===== config.mk =====
export PLATFORM = sky130hd
export DESIGN_NAME = regfile_arbiter
export DESIGN_NICKNAME = d
export VERILOG_FILES = /design/src/rtl/regfile_arbiter.sv
export SDC_FILE = /design/constraint.sdc
export NUM_CORES = 1
export LEC_CHECK = 0
export CAP_MARGIN = 10
export CORE_MARGIN = 1.5
export CORE_UTILIZATION = 45
export DETAILED_ROUTE_END_ITERATION = 8
export DONT_BUFFER_PORTS = 1
export SETUP_SLACK_MARGIN = 0.15
export SLEW_MARGIN = 10
export SYNTH_ARGS = -nofsm -noshare
export SYNTH_HDL_FRONTEND = slang
export SYNTH_SLANG_ARGS = --single-unit

===== constraint.sdc =====
create_clock -name Clk -period 1.75 [get_ports Clk]
set_input_delay 0.175 -clock Clk [delete_from_list [all_inputs] [get_ports Clk]]
set_output_delay 0.175 -clock Clk [all_outputs]
set_load 0.02 [all_outputs]

===== src/rtl/regfile_arbiter.sv =====
// regfile_arbiter: two-requester round-robin arbiter sequencing single-cycle register-file accesses
module regfile_arbiter #(
    parameter int A_WIDTH = 2,
    parameter int D_WIDTH = 32
) (
    input  logic               Clk,
    input  logic               Rst,
    input  logic               a_req,
    input  logic               a_we,
    input  logic [A_WIDTH-1:0] a_addr,
    input  logic [D_WIDTH-1:0] a_wdata,
    output logic               a_ack,
    output logic [D_WIDTH-1:0] a_rdata,
    input  logic               b_req,
    input  logic               b_we,
    input  logic [A_WIDTH-1:0] b_addr,
    input  logic [D_WIDTH-1:0] b_wdata,
    output logic               b_ack,
    output logic [D_WIDTH-1:0] b_rdata,
    output logic [A_WIDTH-1:0] rf_R_Addr,
    output logic [A_WIDTH-1:0] rf_W_Addr,
    output logic               rf_R_en,
    output logic               rf_W_en,
    output logic [D_WIDTH-1:0] rf_W_Data,
    input  logic [D_WIDTH-1:0] rf_R_Data,
    output logic               busy
);
    typedef enum logic [1:0] {IDLE, ACCESS, RESP} state_t;
    state_t state, state_nx;
    logic ptr, win, cmd_we, grant_b, start;
    logic [A_WIDTH-1:0] cmd_addr;
    logic [D_WIDTH-1:0] cmd_wdata;
    // ptr=1 means B has priority when both request
    assign grant_b = b_req & (~a_req | ptr);
    assign start = (state == IDLE) & (a_req | b_req);
    always_ff @(posedge Clk or negedge Rst) begin
        if (!Rst) state <= IDLE;
        else state <= state_nx;
    end
    always_ff @(posedge Clk or negedge Rst) begin
        if (!Rst) begin
            ptr       <= 1'b0;
            win       <= 1'b0;
            cmd_we    <= 1'b0;
            cmd_addr  <= '0;
            cmd_wdata <= '0;
            a_rdata   <= '0;
            b_rdata   <= '0;
        end else begin
            if (start) begin
                win       <= grant_b;
                ptr       <= ~grant_b;
                cmd_we    <= grant_b ? b_we : a_we;
                cmd_addr  <= grant_b ? b_addr : a_addr;
                cmd_wdata <= grant_b ? b_wdata : a_wdata;
            end
            if (state == ACCESS && !cmd_we && !win) a_rdata <= rf_R_Data;
            if (state == ACCESS && !cmd_we && win) b_rdata <= rf_R_Data;
        end
    end
    always_comb begin
        state_nx  = state == IDLE ? (start ? ACCESS : IDLE) : state == ACCESS ? RESP : IDLE;
        rf_W_en   = state == ACCESS && cmd_we;
        rf_R_en   = state == ACCESS && !cmd_we;
        rf_W_Addr = rf_W_en ? cmd_addr : '0;
        rf_W_Data = rf_W_en ? cmd_wdata : '0;
        rf_R_Addr = rf_R_en ? cmd_addr : '0;
        a_ack     = state == RESP && !win;
        b_ack     = state == RESP && win;
        busy      = state != IDLE;
    end
endmodule


Word level (Yosys, flattened, before mapping)

Index checks and enable logic that the tools add are counted.

$add $sub $neg: 0
Multiply operators: 0
Divide/modulo/power cells: 0
Order comparisons: 0
Equal/unequal tests: 2
Shift-type cells: 0
Multiplexer cells: 9
Bitwise gates (word level): 6
Reduce and logical (&&, ||, !) cells: 10

Operators with widths:

| cell                                                                  | count |
|---|---|
| 32-bit 2-to-1 mux                                                     | 2 |
| 2-bit 2-to-1 mux                                                      | 5 |
| 1-bit logical AND                                                     | 6 |
| 1-bit bitwise AND                                                     | 2 |
| 2-bit by 1-bit equality test with 1-bit output, second input constant | 1 |
| 2-bit equality test, second input constant                            | 1 |
| 1-bit zero test                                                       | 2 |
| 2-bit zero test                                                       | 1 |
| 1-bit 2-to-1 mux                                                      | 2 |
| 1-bit NOT                                                             | 2 |
| 1-bit bitwise OR                                                      | 2 |
| 2-bit nonzero test                                                    | 1 |

Register bits after elaboration: 103
Bits in latches: 0
Bits in writable memories: 0
ROM bits: 0
Input port bits: 106
Output and inout port bits: 105
Logic and storage cells: 35
Memories kept: 0

Logic depth before layout (Yosys ltp)

Gate-level depths: netlist of run 1.

Depth after elaboration: 4
Gate-level depth with buffers: 6
Depth with buffers taken out: 4

Least setup slack after synthesis of run 1

Ideal clock, no wire load.

Path kind: register -> register
From: reg cmd_we
To: reg b_rdata[10]
Library setup time: 0.125 ns
Arrival time: 1.628 ns
Data required time: 1.625 ns
Path slack: -0.003 ns
Stages on the path, launching flop included: 6
Path buffers: 2
Clock period less this slack: 1.753 ns
Cells stage by stage: dfrtp_1 > nor3b_2 > and2_1 > buf_4 > buf_8 > mux2_4

Cells in the longest elaborated chain, start to end: 3

Ends and longest elaborated chain:

| item                   | line | text |
|---|---|---|
| start, declared        | 30   | `logic ptr, win, cmd_we, grant_b, start;` |
| start signal, assigned | 53   | `cmd_we <= grant_b ? b_we : a_we;` |
| 1-bit zero test        | n/a  |  |
| 1-bit logical AND      | n/a  |  |
| via rf_R_en            | 22   | `output logic rf_R_en,` |
| 1-bit logical AND      | 58   | `if (state == ACCESS && !cmd_we && win) b_rdata <= rf_R_Data;` |
| end signal, assigned   | 58   |  |
| end, declared          | 19   | `output logic [D_WIDTH-1:0] b_rdata,` |

The timed path passes the listed nets, and every way through them passes these cells.
A chain may end at the register's enable or synchronous reset.

Final worst setup path of run 1

From: reg state[1]
To: out rf_W_Data[17]

Cells in the longest elaborated chain, start to end: 3

Ends and longest elaborated chain:

| item                                           | line | text |
|---|---|---|
| start, declared                                | 29   | `state_t state, state_nx;` |
| start signal, assigned                         | 38   | `else state <= state_nx;` |
| 2-bit by 1-bit equality test with 1-bit output | 63   | `rf_W_en = state == ACCESS && cmd_we;` |
| 1-bit logical AND                              | 63   |  |
| 32-bit 2-to-1 mux                              | 66   | `rf_W_Data = rf_W_en ? cmd_wdata : '0;` |
| end, declared                                  | 24   | `output logic [D_WIDTH-1:0] rf_W_Data,` |

Every way passes these cells.

==> summary.txt, run 1 <==
Worst setup path
  – Category of the most critical setup path: flip-flop to primary output
  – Critical path fanouts, max: 6
  – Worst Path Required: 1.57 ns
  – Critical path startpoint category: flip-flop
  – Endpoint kind of the worst setup timing path: primary output
  – Crit path DAT: 1.50 ns

Die
  – Die width: 106.0 um
  – Core Rows: 37
  – Io pins: 211
  – Placeable Area: 10320 um2
  – Initial Util: 46.21%
  – Die outline area: 11230 um2
  – Die extent in y: 106.0 um

Detailed routing
  – Drc violations: 0
  – Post-route antenna net violation count: 0
  – Total via count after detailed routing: 3596
  – Iteration count of the initial detailed-routing pass: 4
  – WL per Instance: 21.41 um
  – Avg Vias per Cell: 5.601
  – Final routed wirelength across all metal layers: 13740 um
  – First DRT Iteration DRCs: 198

Placement
  – HPWL Detailed: 7327 um
  – Routability-driven placement congestion ratio: 0.7093
  – Worst Setup Slack post-DPL: 0.1599 ns
  – I/O Buffers: 0

Pwr
  – Internal power consumption: 6910 uW
  – Switching part of the total: 40.48%
  – Flop pwr share: 46.6%
  – Peak supply drop: 0.0007927 V
  – Portion of total power attributed to combinational logic: 40.0%
  – Pwr dens: 1768 nW/um2
  – Switching power: 4699 uW
  – Share of total power in the clock network: 13.5%
  – Standby leakage power: 0.003069 uW

Run
  – # Max-Cap Violations: 0

Timing
  – Aggregate negative setup slack: 0 ns
  – Max-slew violation count: 0
  – Max Clk Rate: 0.5955 GHz
  – Period utilization: 95.95%
  – Final-report hold violation count: 103
  – Endpoints failing setup: 0
  – Final worst clock skew: 0.01058 ns
  – Worst Tran Pin Value: 0.3516 ns
  – Min Tclk post-route: 1.679 ns
  – Smallest hold slack: -0.5200 ns
  – RSZ-0062 raised after global routing: yes
  – Post-route setup slack: 0.07083 ns
  – Worst-case headroom to the max-slew limit: 76.56%

CTS
  – Clk root buf: sky130_fd_sc_hd__clkbuf_8
  – CTS tree: done
  – Total number of clock tree sinks: 103
  – Clock latency on the worst-skew pair: 0.37 ns
  – Number of buffers on the longest clock path: 2
  – Hold Buf Count CTS: 100
  – TritonCTS Buffers: 9
  – Clock-pin slew of the registers on the worst-case setup and hold paths: 0.11 ns
  – CTS H-Tree Depth: 3

Logic synthesis
  – Netlist area before placement: 4771 um2
  – Largest cells by area after synthesis: sky130_fd_sc_hd__dfrtp_1 (54%), sky130_fd_sc_hd__mux2_4 (19%), sky130_fd_sc_hd__o221ai_1 (6.4%)
  – Number of instances in the synthesized netlist: 390
  – Syn avg cell area: 12.23 um2
  – Syn_nets: 496
  – Area share of the largest cell type after synthesis: 54.03%
  – Count of state elements after synthesis: 103
  – Yosys Warn Count: 0
  – Largest area contributor in the netlist: sky130_fd_sc_hd__dfrtp_1
  – Number of distinct standard cells referenced by the synthesized netlist: 23
  – Sequential share of the synthesized area: 54.03%

Finish
  – Number of antenna diodes: 0
  – Fillcell total: 754
  – # nets final: 607
  – Fraction of layout cells with a size suffix above 1: 30.24%
  – P&R area growth vs syn: 37.63%

Outcome
  – Outcome: finished, violations left
  – Violated checks: negative hold slack

Global routing
  – Total track usage: 22.81%
  – Number of antenna violations at the first check in global routing: 0
  – Global-route wire length before repair: 19840 um
  – Via count of the first global-routing pass: 3861
  – Global route total overflow: 0
  – Largest net degree at the start of global routing: 104

Min path
  – Path type of the worst min-delay path: primary input to async pin
==> Yosys cell counts <==
master / instances
sky130_fd_sc_hd__and2_1: 4
sky130_fd_sc_hd__and2b_1: 1
sky130_fd_sc_hd__and3_1: 34
sky130_fd_sc_hd__and3b_1: 1
sky130_fd_sc_hd__buf_2: 1
sky130_fd_sc_hd__buf_4: 2
sky130_fd_sc_hd__buf_6: 3
sky130_fd_sc_hd__buf_8: 3
sky130_fd_sc_hd__clkbuf_1: 19
sky130_fd_sc_hd__dfrtp_1: 103
sky130_fd_sc_hd__inv_1: 71
sky130_fd_sc_hd__mux2_2: 4
sky130_fd_sc_hd__mux2_4: 60
sky130_fd_sc_hd__nand2_1: 3
sky130_fd_sc_hd__nand2b_1: 1
sky130_fd_sc_hd__nand3_1: 2
sky130_fd_sc_hd__nor2_1: 3
sky130_fd_sc_hd__nor2b_1: 1
sky130_fd_sc_hd__nor3b_1: 1
sky130_fd_sc_hd__nor3b_2: 1
sky130_fd_sc_hd__o21ai_0: 34
sky130_fd_sc_hd__o21ai_1: 3
sky130_fd_sc_hd__o221ai_1: 35
==> kinds of logic (layout without fill, tap and decap cells) <==
logic type,Yosys count,after routing,share of synthesized area (%)
AO/OA/AOI/OAI,72,72,10.31
flip-flops,103,103,54.03
buffers and inverters,99,215,9.153
AND/OR/NAND/NOR,52,52,6.688
multiplexers,64,64,19.83
==> registers in the layout, summed over array words and instances (netlist names) <==
name and count:
a_rdata 32, b_rdata 32, cmd_wdata 32, cmd_addr 2, state 2, cmd_we 1, ptr 1, win 1
==> final timing paths <==
path | cells past startpoint | slack (ns) | from | end
setup / recovery | 4 | 0.07 | state[1] | rf_W_Data[17]
hold reg to reg | 2 | 0.51 | cmd_wdata[23] | cmd_wdata[23]
max in group asynchronous | 0 | 2.13 | Rst | state[1]
hold / removal | 0 | -0.52 | Rst | a_rdata[25]
min in group Clk | 2 | 0.04 | a_wdata[30] | cmd_wdata[30]
setup reg to reg | 5 | 0.12 | state[0] | b_rdata[31]
==> power groups by stage <==
stage / combinational, uW / sequential, uW / clock [uW]
2_1_floorplan: 3020 / 5100 / 0
3_3_place_gp: 3540 / 5360 / 0
3_5_place_dp: 3660 / 5370 / 0
4_1_cts: 3910 / 5350 / 1600
5_1_grt: 4930 / 5540 / 1700
6_report: 4640 / 5410 / 1560
==> layout by cell type (no fill, tap or decap), drive strengths merged <==
cell / instances
nor2: 3
and2b: 1
nor3b: 2
nand2b: 1
dlygate4sd3: 100
mux2: 64
buf: 24
clkbuf: 14
nand3: 2
inv: 74
dfrtp: 103
bufinv: 1
clkinv: 2
nand2: 3
and2: 4
and3: 34
and3b: 1
o221ai: 35
o21ai: 37
nor2b: 1
==> stage by stage <==
stage / area [um2] / util, % / power (uW) / instances
finish: 6566 / 63.60 / 11610 / 642
global route: 6566 / 63.60 / 12170 / 642
CTS: 6237 / 60.42 / 10860 / 632
floorplan: 4790 / - / 8122 / 390
detailed placement: 4971 / 48.15 / 9029 / 516
global placement: 4971 / 48.15 / 8899 / 516
==> worst max-delay path, stage by stage (launching register included) <==
cell                        delay, ns
sky130_fd_sc_hd__dfrtp_2         0.47
sky130_fd_sc_hd__nor2b_4         0.15
sky130_fd_sc_hd__buf_12          0.14
sky130_fd_sc_hd__clkbuf_16       0.15
sky130_fd_sc_hd__and3_4          0.23
==> final cells by class <==
cell class,instances,area [um2],area share [%]
flip-flops and latches,103,2580,39.29
well taps,136,170.2,2.591
multi-input cells,188,1963,29.90
clock buffers,10,127.6,1.944
inverters,71,266.5,4.059
clock inverters,6,76.32,1.162
repair buffers,128,1383,21.06
==> per-layer routing <==
layer	up-vias	routed length [um]	global-route usage [%]
met3	34	1092	7.296
met5	-	0	0
li1	1563	-	-
met2	205	6898	39.42
met1	1794	5479	26.41
met4	0	273	8.591
==> timing repair <==
action | in CTS | in global routing
endpoints found under the hold margin | 202 | 103
endpoints found under the setup margin | 38 | 102
gates cloned | 0 | 8
pin swaps | 0 | 11
buffers inserted | 0 | 2
gates resized for setup | 43 | 46
(Power assumes the default switching activity.)
==> run 2: changes to the inputs <==
==> constraint.sdc (replaced) <==
create_clock -name Clk -period 1.55 [get_ports Clk]
set_input_delay 0.155 -clock Clk [delete_from_list [all_inputs] [get_ports Clk]]
set_output_delay 0.155 -clock Clk [all_outputs]
set_load 0.02 [all_outputs]
==> summary.txt, run 2 (synthesis results as in run 1) <==
Detailed routing
  – Drc violations: 0
  – WL per Instance: 23.74 um
  – Avg Vias per Cell: 5.737
  – Iteration count of the initial detailed-routing pass: 4
  – Final routed wirelength across all metal layers: 15950 um
  – Post-route antenna net violation count: 0
  – Total via count after detailed routing: 3855
  – First DRT Iteration DRCs: 196

Placement
  – Placed Cells: 517
  – Worst Setup Slack post-DPL: 0.01596 ns
  – Routability-driven placement congestion ratio: 0.7539
  – HPWL Detailed: 7313 um
  – I/O Buffers: 0

Finish
  – Final standard cell utilization of the core: 72.08%
  – Largest registers in the final layout: a_rdata: 32 flops, b_rdata: 32 flops, cmd_wdata: 32 flops
  – Fraction of layout cells with a size suffix above 1: 40.86%
  – Commonest cells after routing, fill and taps aside: sky130_fd_sc_hd__dlygate4sd3_1 (103), sky130_fd_sc_hd__dfrtp_1 (102), sky130_fd_sc_hd__inv_1 (70), sky130_fd_sc_hd__mux2_4 (64), sky130_fd_sc_hd__and3_4 (34)
  – Final Non-Filler Cells: 672
  – Number of antenna diodes: 0
  – Commonest non-fill, non-tap cell in the layout: sky130_fd_sc_hd__dlygate4sd3_1
  – P&R area growth vs syn: 55.97%
  – # nets final: 637

Worst setup path
  – Endpoint kind of the worst setup timing path: primary output
  – Crit path DAT: 1.57 ns
  – CP max-delay cell: sky130_fd_sc_hd__dfrtp_1
  – Dominant cell type by count on the critical path: sky130_fd_sc_hd__buf_6
  – Slowest stage delay, CP: 0.41 ns
  – Reg2Reg Launch Point: state[1]
  – Critical Path Start: state[1]
  – Critical path cell sequence: buf_6 > nor2b_4 > buf_6 > buf_16 > and3_4
  – Worst Path Required: 1.39 ns
  – Critical path fanouts, max: 7
  – Critical path startpoint category: flip-flop
  – Category of the most critical setup path: flip-flop to primary output

Die
  – Core Rows: 37
  – Die outline area: 11230 um2
  – Die width: 106.0 um
  – Placeable Area: 10320 um2
  – Initial Util: 46.21%
  – Io pins: 211
  – Die extent in y: 106.0 um

Timing
  – Worst Tran Pin Value: 0.4237 ns
  – Aggregate negative setup slack: -12.96 ns
  – Smallest hold slack: -0.5442 ns
  – Min Tclk post-route: 1.721 ns
  – RSZ-0062 raised after global routing: yes
  – Final worst clock skew: 0.01247 ns
  – Max-slew violation count: 0
  – Worst-case headroom to the max-slew limit: 71.75%
  – Period utilization: 111.0%
  – Endpoints failing setup: 102
  – Final-report hold violation count: 103
  – Max Clk Rate: 0.5810 GHz
  – Post-route setup slack: -0.1712 ns

Run
  – # Max-Cap Violations: 0

CTS
  – CTS tree: done
  – CTS H-Tree Depth: 3
  – Number of buffers on the longest clock path: 2
  – TritonCTS Buffers: 9
  – Total number of clock tree sinks: 103
  – Clock-pin slew of the registers on the worst-case setup and hold paths: 0.10 ns
  – Clk root buf: sky130_fd_sc_hd__clkbuf_8
  – Clock latency on the worst-skew pair: 0.38 ns

Global routing
  – Via count of the first global-routing pass: 4010
  – Largest net degree at the start of global routing: 104
  – Global route total overflow: 0
  – Global-route wire length before repair: 21510 um
  – Total track usage: 25.21%
  – Number of antenna violations at the first check in global routing: 0

Outcome
  – Violated checks: negative hold slack, negative setup slack
  – Outcome: finished, violations left

Min path
  – Path type of the worst min-delay path: primary input to async pin

Pwr
  – Peak supply drop: 0.001206 V
  – Pwr dens: 2000 nW/um2
  – Standby leakage power: 0.003392 uW
[run 2: metrics by stage]
stage	total power, uW	area [um2]
global placement	10180	5031
CTS	13270	6744
finish	14880	7441
global route	15550	7441
floorplan	9186	4795
detailed placement	10320	5031
[run 2: metal layers]
layer / track usage (%) / part of all wire (%) / vias to the layer above
met1: 29.07 / 36 / 1909
li1: - / - / 1630
met2: 41.51 / 51 / 261
met5: 0 / 0 / -
met3: 9.381 / 8.8 / 55
met4: 11.97 / 4.4 / 0
[run 2: repair_timing]
| item | in CTS | in global routing |
|---|---|---|
| cloned | 6 | 15 |
| hold endpoints to repair | 203 | 104 |
| setup buffers | 11 | 4 |
| hold buffers | 102 | 1 |
| pin swaps | 23 | 16 |
| setup endpoints to repair | 140 | 142 |
| gates resized for setup | 96 | 77 |
[run 2: worst max-delay path, delay by kind of cell, from the launching register on]
family / cells / cell delay (ns)
buffers and inverters: 3 / 0.41
flip-flops: 1 / 0.41
AND/OR/NAND/NOR: 2 / 0.35
[run 2: final cells by class]
type / count / area, um2
flip-flops and latches: 103 / 2579
well taps: 136 / 170.2
fillers: 636 / 2883
repair buffers: 158 / 1949
clock inverters: 4 / 55.05
multi-input cells: 188 / 2283
clock buffers: 12 / 135.1
inverters: 71 / 269.0
[run 2: worst paths after layout]
check / end / slack, ns / cells after the start
worst max-delay path: rf_W_Data[21] / -0.17 / 5
worst min-delay path: a_rdata[11] / -0.54 / 0
worst max register to register: a_rdata[25] / -0.15 / 6
worst min register to register: cmd_wdata[13] / 0.54 / 2
max in group asynchronous: cmd_wdata[8] / 1.97 / 0
min in group Clk: cmd_wdata[29] / 0.15 / 3
[run 2: report_power, final]
part           internal, uW  switching [uW]  total, uW  leakage [uW]
registers              4040            2100       6140       0.00124
clock network           758             932       1690     0.0000912
logic                  4130            2920       7050       0.00206
total                  8930            5950      14900       0.00339
